### src/rtl/multicycle_ctrl.sv
// Main control FSM of the multicycle RV32I core: sequences fetch/decode/exec/mem/wb
// over the shared datapath, drives the immediate extender and counts retired instructions.
module multicycle_ctrl #(
  parameter int CNT_W = 32
) (
  input  logic             clk,
  input  logic             rst,
  input  logic [6:0]       opcode,
  input  logic [2:0]       funct3,
  input  logic             funct7b5,
  input  logic             zero,
  input  logic             mem_ack,
  output logic             mem_req,
  output logic             mem_we,
  output logic             iord,
  output logic             ir_write,
  output logic             pc_write,
  output logic             pc_src,
  output logic             alu_src_b,
  output logic [1:0]       alu_op,
  output logic [2:0]       ext_op,
  output logic             reg_write,
  output logic             wd_sel,
  output logic             illegal,
  output logic [CNT_W-1:0] instr_cnt
);

  typedef enum logic [2:0] {
    S_FETCH, S_DECODE, S_EXEC, S_MEM, S_WB, S_TRAP
  } state_t;

  typedef enum logic [2:0] {
    C_R, C_IALU, C_LOAD, C_STORE, C_BRANCH, C_NONE
  } cls_t;

  state_t           state_q, state_d;
  cls_t             cls_q, cls_d, dec_cls;
  logic [2:0]       dec_ext, ext_q, ext_d;
  logic [CNT_W-1:0] cnt_q;
  logic             retire;
  logic             br_taken, exec_br;
  logic             mem_we_q, iord_q, alu_src_b_q, reg_write_q, wd_sel_q, illegal_q;
  logic [1:0]       alu_op_q;

  // ALU function decoding from funct7b5 lives in the ALU decoder, not here.
  logic unused_funct7b5;
  assign unused_funct7b5 = funct7b5;

  always_comb begin
    dec_cls = C_NONE;
    dec_ext = 3'b000;
    unique case (opcode)
      7'b0110011: dec_cls = C_R;
      7'b0010011: begin
        dec_cls = C_IALU;
        dec_ext = (funct3 == 3'b001 || funct3 == 3'b101) ? 3'b011 : 3'b010;
      end
      7'b0000011: begin dec_cls = C_LOAD;   dec_ext = 3'b010; end
      7'b0100011: begin dec_cls = C_STORE;  dec_ext = 3'b001; end
      7'b1100011: begin dec_cls = C_BRANCH; dec_ext = 3'b100; end
      default:    ;
    endcase
  end

  assign br_taken = (funct3 == 3'b000 && zero) || (funct3 == 3'b001 && !zero);

  always_comb begin
    state_d = state_q;
    cls_d   = cls_q;
    retire  = 1'b0;
    unique case (state_q)
      S_FETCH:  if (mem_ack) state_d = S_DECODE;
      S_DECODE: begin
        if (dec_cls == C_NONE) begin
          state_d = S_TRAP;
        end else begin
          state_d = S_EXEC;
          cls_d   = dec_cls;
        end
      end
      S_EXEC: begin
        unique case (cls_q)
          C_R, C_IALU:     state_d = S_WB;
          C_LOAD, C_STORE: state_d = S_MEM;
          C_BRANCH: begin
            state_d = S_FETCH;
            retire  = 1'b1;
          end
          default:         state_d = S_TRAP;
        endcase
      end
      S_MEM: begin
        if (mem_ack) begin
          if (cls_q == C_LOAD) begin
            state_d = S_WB;
          end else begin
            state_d = S_FETCH;
            retire  = 1'b1;
          end
        end
      end
      S_WB: begin
        state_d = S_FETCH;
        retire  = 1'b1;
      end
      S_TRAP:   state_d = S_TRAP;
      default:  state_d = S_FETCH;
    endcase
  end

  // Extender select is live-decoded in DECODE, then held until the instruction ends.
  always_comb begin
    ext_d = ext_q;
    if (state_q == S_DECODE && state_d == S_EXEC) ext_d = dec_ext;
    else if (state_d == S_FETCH || state_d == S_TRAP) ext_d = 3'b000;
  end

  always_ff @(posedge clk or posedge rst) begin
    if (rst) begin
      state_q     <= S_FETCH;
      cls_q       <= C_NONE;
      ext_q       <= '0;
      cnt_q       <= '0;
      mem_we_q    <= 1'b0;
      iord_q      <= 1'b0;
      alu_src_b_q <= 1'b0;
      alu_op_q    <= '0;
      reg_write_q <= 1'b0;
      wd_sel_q    <= 1'b0;
      illegal_q   <= 1'b0;
    end else begin
      state_q     <= state_d;
      cls_q       <= cls_d;
      ext_q       <= ext_d;
      if (retire) cnt_q <= cnt_q + CNT_W'(1);
      mem_we_q    <= (state_d == S_MEM) && (cls_d == C_STORE);
      iord_q      <= (state_d == S_MEM);
      alu_src_b_q <= (state_d == S_EXEC) &&
                     (cls_d == C_IALU || cls_d == C_LOAD || cls_d == C_STORE);
      if (state_d == S_EXEC && (cls_d == C_R || cls_d == C_IALU))
        alu_op_q <= 2'b10;
      else if (state_d == S_EXEC && cls_d == C_BRANCH)
        alu_op_q <= 2'b01;
      else
        alu_op_q <= 2'b00;
      reg_write_q <= (state_d == S_WB);
      wd_sel_q    <= (state_d == S_WB) && (cls_d == C_LOAD);
      illegal_q   <= (state_d == S_TRAP);
    end
  end

  // Request and ack-qualified strobes are gated by rst so they drop the moment reset rises.
  assign mem_req   = !rst && (state_q == S_FETCH || state_q == S_MEM);
  assign ir_write  = !rst && (state_q == S_FETCH) && mem_ack;
  assign exec_br   = !rst && (state_q == S_EXEC) && (cls_q == C_BRANCH) && br_taken;
  assign pc_write  = ir_write || exec_br;
  assign pc_src    = exec_br;
  assign mem_we    = mem_we_q;
  assign iord      = iord_q;
  assign alu_src_b = alu_src_b_q;
  assign alu_op    = alu_op_q;
  assign ext_op    = (state_q == S_DECODE) ? dec_ext : ext_q;
  assign reg_write = reg_write_q;
  assign wd_sel    = wd_sel_q;
  assign illegal   = illegal_q;
  assign instr_cnt = cnt_q;

endmodule
### config.mk
export PLATFORM = sky130hd
export DESIGN_NAME = multicycle_ctrl
export DESIGN_NICKNAME = d
export VERILOG_FILES = /design/src/rtl/multicycle_ctrl.sv
export SDC_FILE = /design/constraint.sdc
export NUM_CORES = 1
export LEC_CHECK = 0
export ABC_AREA = 1
export BUFFER_PORTS_ARGS = -buffer_cell sky130_fd_sc_hd__buf_2
export CAP_MARGIN = 20
export CELL_PAD_IN_SITES_DETAIL_PLACEMENT = 0
export CELL_PAD_IN_SITES_GLOBAL_PLACEMENT = 2
export CORE_MARGIN = 8
export CORE_UTILIZATION = 31
export CTS_BUF_LIST = sky130_fd_sc_hd__clkbuf_8 sky130_fd_sc_hd__clkbuf_16
export DETAILED_ROUTE_END_ITERATION = 12
export PLACE_DENSITY = 0.9
export SYNTH_ARGS = -nofsm -noshare
export SYNTH_HDL_FRONTEND = slang
export SYNTH_SLANG_ARGS = --single-unit
### constraint.sdc
create_clock -name clk -period 1.96 [get_ports clk]
set_input_delay 0.294 -clock clk [delete_from_list [all_inputs] [get_ports clk]]
set_output_delay 0.294 -clock clk [all_outputs]
set_load 0.005 [all_outputs]
Word-level counts from Yosys, hierarchy flattened
Index checks and enable logic that the tools add are counted.
{ "word_totals": {"regBits": 49, "in_bits": 15, "wordCells": 89} }
{ "op_classes": {"addsub": 1, "eq_ne": 25, "mux": 20, "reduce_logical": 32} }
{ "ops": {"columns": ["cell", "count"], "rows": [
  ["$add A32 B1 Y32 const B", 1],
  ["$pmux W3 S5", 2],
  ["$mux W3", 9],
  ["$eq A3 B2 Y1 const B", 8],
  ["$eq A3 B3 Y1 const B", 8],
  ["$logic_not A3 Y1", 5],
  ["$eq A7 B6 Y1 const B", 2],
  ["$logic_and A1 B1 Y1", 14],
  ["$eq A3 B1 Y1 const B", 4],
  ["$pmux W3 S4", 1],
  ["$pmux W3 S3", 1],
  ["$logic_or A1 B1 Y1", 8],
  ["$eq A7 B2 Y1 const B", 1],
  ["$eq A7 B5 Y1 const B", 1],
  ["$eq A7 B7 Y1 const B", 1],
  ["$mux W1", 5],
  ["$reduce_or A2 Y1", 2],
  ["$pmux W1 S3", 1],
  ["$logic_not A1 Y1", 2],
  ["$mux W2", 1],
  ["$reduce_bool A2 Y1", 1]
]} }

Logic depth before layout (Yosys ltp)
{ "logic_depth": {"word_depth": 9, "mapped_depth": 11, "mapped_depth_nobuf": 11} }

Worst setup path after synthesis
OpenSTA, ideal clock, no wires.
{ "synth_path": {"kind": "flip-flop to flip-flop", "start": "register cnt_q[0], in the netlist instr_cnt[0]", "end": "register cnt_q[18], in the netlist instr_cnt[18]", "setup_time_ns": 0.122, "t_arrival_ns": 1.451, "setup_slack_ns": 0.387, "stages_incl_launch_ff": 8, "cell_sequence": "dfrtp_1 > ha_1 > nand3_1 > nor3_4 > nand3_1 > nor3_2 > nand2_1 > xor2_1"} }
{ "synth_between": {"elab_chain_cells": 1} }
{ "synth_lines": {"columns": ["item", "line", "rtl"], "rows": [
  ["start: declaration", "39", "logic [CNT_W-1:0] cnt_q;"],
  ["start signal: assignment", "135", "if (retire) cnt_q <= cnt_q + CNT_W'(1);"],
  ["$add A32 B1 Y32", "135", null]
]} }
No other way between the ends.
A chain may end at the register's enable or synchronous reset.

Final worst setup path
{ "layout_path": {"start": "register state_q[2]", "end": "output port pc_write"} }
{ "layout_between": {"elab_chain_cells": 5, "word_cells_on_any_way": 8, "cone_classes": "eq/ne: 1; reduce/logical: 7"} }
{ "layout_lines": {"columns": ["item", "line", "rtl"], "rows": [
  ["start: declaration", "36", "state_t state_q, state_d;"],
  ["start signal: assignment", "132", "state_q <= state_d;"],
  ["$eq A3 B2 Y1", "155", "assign exec_br = !rst && (state_q == S_EXEC) && (cls_q == C_BRANCH) && br_taken;"],
  ["$logic_and A1 B1 Y1 (3 in a row)", "155", null],
  ["$logic_or A1 B1 Y1 (*)", "156", "assign pc_write = ir_write || exec_br;"],
  ["end: declaration", "17", "output logic pc_write,"]
]} }
Mark *: on every way between the ends. The rest lies on a longest branch, timed or not.

==> flow_summary.ini <==
[global_routing]
grt_usage_pct = 12.59
grt_pass1_vias = 2697
antenna_found_initial = 0
grt_max_degree = 26
grt.overflow.total = 0
grt_pass1_wl_mm = 13.14

[placed_design]
io_buffers = 60
routabilityCongestion = 0.8085
post-dp-hpwl_mm = 6.341
dp_slack_ns = 0.2090

[synth]
yosysWarningCount = 0
ys_ff_latch = 49
synth.distinct_cells = 33
syn_inst = 391
syn_area_sq_um = 2968
syn_nets = 407
synth_seq_area_share_pct = 41.40
avgSynthCellArea_sq_um = 7.590

[pwr]
leakagePower_uw = 0.001855
seqPwrFrac_pct = 41.8
p_per_area_nw_per_um2 = 905.4
power_frac_comb_pct = 38.0
power.internal_uw = 1945
pwr-share-clk_pct = 20.2
fin_total_pwr_uw = 3257
p_sw_uw = 1312
ir_drop_v = 0.0004620
switching_share_pct = 40.28

[min_path]
holdPathStages = 2
min_from = opcode[4]
hold_class = input port to register

[final_layout]
layout_common_cells = nand2_1, buf_2, nor2_1
drive_above_1_share_pct = 24.95
final_common_cell = nand2_1
syn_to_final_growth_pct = 21.21
num-fill-cells = 994
num-nets-final = 480
antenna_cells = 0

[floorplanning]
die_y_um = 113.8
io_pins = 62
die-area_sq_um = 12960
start_util_pct = 31.97
core-area_sq_um = 9284
row_count = 35
die_width_um = 113.8

[detailed_routing]
ant_nets = 0
routed-via-count = 2647
drc_errors = 0
drtPass1Iterations = 4
viasPerCell = 4.456
wl_per_cell_um = 12.95
drtIter0Drc = 110
wl_mm = 7.692

[cts]
cts_tree = yes
cts_root_buf = clkbuf_8
cts_sinks = 49
clk_path_buf_depth = 2
numCtsBuffers = 5
clkLatencyLatePin_ns = 0.30
clk_pin_slew_ns = 0.09
htree_levels = 2

[timing]
setup_violations = 0
setup_tns_ns = 0
worst_slack_ns = 0.08062
period_share_pct = 95.89
clock.fmax_ghz = 0.5321
hold_viol = 0
slew_viol_final = 0
skew_ns = 0.006208
period_minus_slack_ns = 1.879
rsz0062_at_grt = no
tightest_slew_ns = 0.3043
timing.slew.headroom_pct = 79.56

[setup_path]
r2r_start = state_q[2]$_DFF_PP0_
cp-startpoint = state_q[2]$_DFF_PP0_
cp.required_ns = 1.67
path_class = register to primary output
crit_arrival_ns = 1.59
crit_path_start_kind = register
crit_fanout = 8
endpoint_kind = primary output
worstRegToRegCells = 8

[status]
status = complete, no violations

[run]
maxCapViolCount = 0
==> power by group through the flow <==
stage	clock [uW]	combinational, uW	sequential (uW)
final	657	1240	1360
after global routing	723	1440	1400
after CTS	691	1250	1370
after detailed placement	0	1250	1390
after global placement	0	1230	1380
after floorplan	0	865	1370
==> stage by stage <==
step	instance area, sq um	hold WS, ns	cells	util, %
after floorplan	2968	0.4112	391	-
after global placement	3470	0.2652	584	37.37
after detailed placement	3470	0.2698	584	37.37
after CTS	3581	0.2652	593	38.57
after global routing	3597	0.2827	594	38.75
final	3597	0.2759	594	38.75
==> cell usage after synthesis, drive strengths merged <==
master	n	area, sq um
a21oi	3	15.01
and3	1	6.260
buf	4	32.53
dfrtp	47	1176
dfstp	2	52.55
ha	1	12.51
inv	52	200.2
nand2	126	495.5
nand3	24	135.1
nand4	15	106.4
nor2	57	250.2
nor3	14	117.6
o21ai	14	88.84
o21bai	1	7.510
o22ai	1	20.02
or2	1	6.260
xnor2	10	87.58
xor2	18	157.7
==> metal layers <==
| layer | vias to the layer above | share of wire [%] | GRT usage [%] |
|---|---|---|---|
| li1 | 1371 | - | - |
| met1 | 1204 | 43 | 14.63 |
| met2 | 64 | 50 | 22.64 |
| met3 | 8 | 6.1 | 3.275 |
| met4 | 0 | 0.74 | 2.662 |
| met5 | - | 0 | 0 |
==> critical path: stages (launching register included) <==
cell and delay [ns]:
dfrtp_1 0.42, inv_2 0.14, nand3_2 0.15, nor2_2 0.19, and3_1 0.19, or2_4 0.11, buf_6 0.08
==> sequential cells by signal, indices dropped and copies added, names as in the netlist <==
signal     flops
state_q        3
reg_write      1
cls_q          3
instr_cnt     32
alu_op         2
wd_sel         1
mem_we         1
illegal        1
ext_q          3
iord           1
alu_src_b      1
==> layout make-up <==
| cell class | count | area (sq um) | area share [%] |
|---|---|---|---|
| inverter | 52 | 200.2 | 5.565 |
| clock inverter | 1 | 5.005 | 0.1391 |
| clock buffer | 7 | 96.34 | 2.678 |
| tap | 129 | 161.4 | 4.487 |
| timing repair buffer | 70 | 396.6 | 11.03 |
| sequential | 49 | 1229 | 34.16 |
| multi-input combinational | 286 | 1509 | 41.95 |
==> logic make-up (layout without fill, tap and decap cells) <==
logic type / after synthesis / in the layout / synth area share (%)
AOI/OAI and AO/OA: 19 / 19 / 4.427
xor gates and xnor gates: 28 / 28 / 8.263
adders and majority gates: 1 / 1 / 0.4215
buffers and inverters: 56 / 130 / 7.841
DFF: 49 / 49 / 41.40
and+or+nand+nor: 238 / 238 / 37.65
==> worst paths after layout <==
check	slack, ns	endpoint
worst min-delay path	0.28	cls_q[1]$_DFF_PP0_
worst max-delay path	0.08	pc_write
min in group asynchronous	0.49	ext_q[1]$_DFFE_PP0P_
worst min register to register	0.52	instr_cnt[7]$_DFFE_PP0P_
max in group asynchronous	0.92	cls_q[0]$_DFF_PP1_
worst max register to register	0.22	instr_cnt[9]$_DFFE_PP0P_
==> repair_timing <==
item | in CTS | in global routing
hold buffers | 1 | 0
setup endpoints to repair | 0 | 1
endpoints found under the hold margin | 8 | 0
resized for setup | 0 | 2
buffers inserted | 0 | 1
Power figures use the tool's default switching activity.
